**src/rtl/mvma_requant_out.sv**
```systemverilog
// mvma_requant_out: requantises 16-bit MAC results to 8-bit, buffers them in a FIFO and tags vector ends.
// Define MVMA_REQUANT_RELU_EN to zero negative outputs after the clamp.
module mvma_requant_out #(
   parameter int VEC_LEN = 4,
   parameter int SHIFT   = 4,
   parameter int DEPTH   = 4
) (
   input  logic               clk,
   input  logic               reset,
   input  logic               s_valid,
   output logic               s_ready,
   input  logic signed [15:0] data_in,
   input  logic               ovf_in,
   output logic               m_valid,
   input  logic               m_ready,
   output logic signed [7:0]  data_out,
   output logic               m_last,
   output logic               m_ovf
);
   localparam int AW = $clog2(DEPTH);
   localparam int CW = VEC_LEN > 1 ? $clog2(VEC_LEN) : 1;
   logic [9:0]         mem [DEPTH];
   logic [AW-1:0]      wr_ptr, rd_ptr;
   logic [AW:0]        count;
   logic [CW-1:0]      elem_cnt;
   logic               vec_ovf, push, pop, last;
   logic signed [15:0] sh;
   logic signed [7:0]  qc, q;
   logic [9:0]         head;
   always_comb begin
      sh = data_in >>> SHIFT;
      qc = sh > 16'sd127 ? 8'sd127 : sh < -16'sd128 ? -8'sd128 : sh[7:0];
`ifdef MVMA_REQUANT_RELU_EN
      q = qc[7] ? 8'sd0 : qc;
`else
      q = qc;
`endif
      s_ready = count != (AW+1)'(DEPTH);
      m_valid = count != '0;
      push = s_valid && s_ready;
      pop = m_valid && m_ready;
      last = elem_cnt == CW'(VEC_LEN - 1);
      head = m_valid ? mem[rd_ptr] : 10'd0;
      data_out = head[9:2];
      m_last = head[1];
      m_ovf = head[0];
   end
   // Storage has no reset; emptiness is tracked by count alone.
   always_ff @(posedge clk)
      if (push) mem[wr_ptr] <= {q, last, last & (vec_ovf | ovf_in)};
   always_ff @(posedge clk) begin
      if (reset) begin
         wr_ptr <= '0;
         rd_ptr <= '0;
         count <= '0;
         elem_cnt <= '0;
         vec_ovf <= 1'b0;
      end else begin
         if (push) wr_ptr <= wr_ptr + 1'b1;
         if (pop) rd_ptr <= rd_ptr + 1'b1;
         count <= count + (AW+1)'(push) - (AW+1)'(pop);
         if (push) begin
            elem_cnt <= last ? '0 : elem_cnt + 1'b1;
            vec_ovf <= last ? 1'b0 : (vec_ovf | ovf_in);
         end
      end
   end
endmodule

```
**config.mk**
```make
export PLATFORM = sky130hd
export DESIGN_NAME = mvma_requant_out
export DESIGN_NICKNAME = d
export VERILOG_FILES = /design/src/rtl/mvma_requant_out.sv
export SDC_FILE = /design/constraint.sdc
export NUM_CORES = 1
export LEC_CHECK = 0
export CAP_MARGIN = 20
export CORE_MARGIN = 2
export CORE_UTILIZATION = 53
export CTS_CLUSTER_DIAMETER = 60
export CTS_CLUSTER_SIZE = 20
export DETAILED_ROUTE_END_ITERATION = 12
export GPL_ROUTABILITY_DRIVEN = 0
export MAX_ROUTING_LAYER = met4
export PLACE_DENSITY = 0.89
export RECOVER_POWER = 50
export SLEW_MARGIN = 0
export SYNTH_ARGS = -nofsm -noshare
export SYNTH_HDL_FRONTEND = slang
export SYNTH_SLANG_ARGS = --single-unit
```
**constraint.sdc**
```tcl
create_clock -name clk -period 2.75 [get_ports clk]
set_input_delay 0.55 -clock clk [delete_from_list [all_inputs] [get_ports clk]]
set_output_delay 0.55 -clock clk [all_outputs]
set_load 0.01 [all_outputs]
```
==> results by group <==
STA
  – Period utilization: 0.926
  – Setup-failing EPs final: 0
  – Worst-Margin Slew: roughly 560 ps
  – Slew Limit Headroom: 0.630
  – Fin crit period: about 2500 ps
  – Hold slack: about 500 ps
  – Total negative slack: 0 ps
  – Slew Viols, Final: 0
  – Final Hold Fails: 0
  – Fin worst setup slack: slightly above 200 ps
  – Fin Clk Skew: 5.87 ps
  – Peak Freq: 393 MHz
  – RSZ-0062 raised after global routing: no

Synth
  – Synthesized area: 2230 um^2
  – Yosys warning count: 0
  – Register area share after synthesis: 0.647
  – Synth unique cells: 32
  – Avg Cell Area, Syn: around 16 um^2
  – Syn nets: between 150 and 200
  – Yosys reg bits: 52
  – Cells after synthesis: 142

Finish
  – Sequential Area: 1440 um^2
  – Post-layout nets: 202
  – Fill count: 289
  – Area of the multi-input gates: roughly 700 um^2
  – Post-route cell area: 2650 um^2
  – Finished Layout Cells: roughly 220
  – Finished Core Util: 0.657
  – Diode count: 0
  – Area grow syn2layout: 18.9%
  – Layout cell share with drive strength beyond 1: 0.126

Worst setup path
  – Maximum fanout along the worst path: 10
  – Critical Setup Path Class: register to output port
  – Kind of end point of the critical path: output port
  – Worst r2r src: count[2]
  – Flop2flop setup slack: 290 ps
  – FF-to-FF path depth: 10
  – Worst Path Arrival: approximately 2000 ps
  – Startpoint Class: register
  – Crit path to: data_out[3]
  – Worst EP required: 2200 ps
  – Worst r2r dst: count[2]

Min path
  – Hold depth: 2
  – Hold path startpoint: elem_cnt[1]
  – Worst Hold Class: register to register

Detailed routing
  – Router iterations before antenna repair: 4
  – Antenna Nets Post-Route: 0
  – Routed vias/inst: 5.34
  – Drt total wl: between 3 and 4 mm
  – DRC: 0
  – DR iter-0 viols: 88
  – Drt wl/cell: 16.2 um
  – Via Count: 1,196

Die
  – Core area: 4030 um^2
  – I/O pin cnt: 33
  – Die Y: 68.8 um
  – Die footprint: 4740 um^2
  – Row cnt: 23
  – Initial Util: 0.553
  – Die Wd: between 60 and 70 um

Placement
  – Dpl ws: -0.307 ps
  – Port bufs: 28
  – DP HPWL: 2.53 mm
  – Placed cell areas: 2550 um^2
  – DP Cell Count: between 200 and 250

CTS
  – Setup Buffers After CTS: 0
  – Clk Latency, worst-skew pair: 300 ps
  – H-tree levels: 2
  – Clock Path Buffers: 2
  – Clock-pin slew on the worst setup and hold paths: roughly 90 ps
  – TritonCTS clock tree: done
  – Sink Count: 52
  – PostCTS Resize Cnt: 0
  – TritonCTS buffer count: 5
  – CTS Hold Bufs: 0
  – CTS root buf: clkbuf_8

Power and ir drop
  – PwrDens: 865 nW/um^2
  – Maximum vdd drop: 0.000489 V
  – Pleak: 0.931 nW
  – Total power: 2.29 mW

Run status
  – Outcome: finished clean

Global routing
  – All-Layer GR Usage: 0.183
  – Initial antenna violation count: 0
  – Vias in the first global route: 1,216
  – First-pass GRT wire length: 5.87 mm
  – Total gr overflow: 0
  – Largest net degree at the start of global routing: 17

Run
  – Max-Cap Viols: 0
-- state kept, by name, indices dropped and copies added, names as in the netlist, named ones only --
register  count
mem          40
count         3
elem_cnt      2
rd_ptr        2
wr_ptr        2
vec_ovf       1
-- layout by cell type, fill, tap and decap left out, types with 2 or more instances in the layout --
| cell type | count |
|---|---|
| nand2_1 | 2 |
| buf_4 | 2 |
| ha_1 | 7 |
| nor3_1 | 2 |
| o21a_1 | 8 |
| xnor2_1 | 2 |
| nor2_1 | 6 |
| clkbuf_8 | 5 |
| clkdlybuf4s50_1 | 23 |
| and3_1 | 4 |
| dlygate4sd3_1 | 5 |
| nor2b_1 | 12 |
| nand2b_1 | 5 |
| mux2i_1 | 2 |
| edfxtp_1 | 40 |
| o21ai_0 | 2 |
| inv_1 | 8 |
| dfxtp_1 | 12 |
| mux4_2 | 10 |
-- Yosys cell counts --
master    instances  share of area
fa_1              1         0.0090
or3_1             1         0.0028
nand2b_1          5          0.014
mux2_4            1         0.0067
a21oi_1           1         0.0022
edfxtp_1         40           0.54
nor2_1            6          0.010
nor2b_1          12          0.034
buf_1             1         0.0017
o31ai_1           1         0.0034
ha_1              7          0.039
mux2i_1           2         0.0090
o21a_1            8          0.027
a211oi_2          1         0.0056
clkbuf_1          3         0.0051
nand2_1           2         0.0034
nand3_1           1         0.0022
nor4_1            1         0.0028
inv_1             8          0.013
and2_4            1         0.0039
mux4_2           10           0.10
buf_6             2          0.010
xor2_1            1         0.0039
or3b_1            1         0.0039
nor3_1            2         0.0045
a31oi_1           1         0.0028
dfxtp_1          12           0.11
xnor2_1           2         0.0079
buf_2             1         0.0022
o21ai_0           2         0.0045
and3_2            4          0.013
nand4_1           1         0.0028
-- how the worst min path moves through the flow --
| stage | to | slack, ps |
|---|---|---|
| 3_5_place_dp | elem_cnt[1] | 480 |
| 4_1_cts | elem_cnt[1] | 500 |
| 3_3_place_gp | elem_cnt[1] | 460 |
| 2_1_floorplan | elem_cnt[1] | 450 |
| 6_report | elem_cnt[1] | 490 |
| 5_1_grt | elem_cnt[1] | 520 |
-- per-layer routing --
metal	global-route usage	vias up	routed length, um
met1	0.215	581	1610
li1	-	584	-
met2	0.304	25	1800
met4	0.0662	0	51
met5	-	-	0
met3	0.0503	6	157
-- cells by family (layout without fill, tap and decap cells) --
logic type      count (synthesis)  in the layout  share of synthesized area
mux                            13             13                      0.117
compound gates                 14             14                     0.0455
flops                          52             52                      0.647
fa+ha+maj                       8              8                     0.0483
buf+inv                        15             47                     0.0326
xor+xnor                        3              3                     0.0118
simple gates                   37             37                     0.0978
-- final cells by class --
type	instances	area share
flip-flops and latches	52	0.544
repair buffers	31	0.113
clock buffers	5	0.0260
well taps	50	0.0236
clock inverters	3	0.0161
inverters	8	0.0113
multi-input cells	75	0.266
-- report_power, final --
part           internal [mW]  switching (mW)
combinational          0.425           0.336
clock                  0.269           0.239
sequential             0.966          0.0572
total                   1.66           0.632
-- critical path: stages, from the launching register on --
cell and delay, ps:
dfxtp_1 320, buf_4 230, mux4_2 520, nor2b_1 140
clkdlybuf4s50_1 480
(Power assumes the default switching activity.)
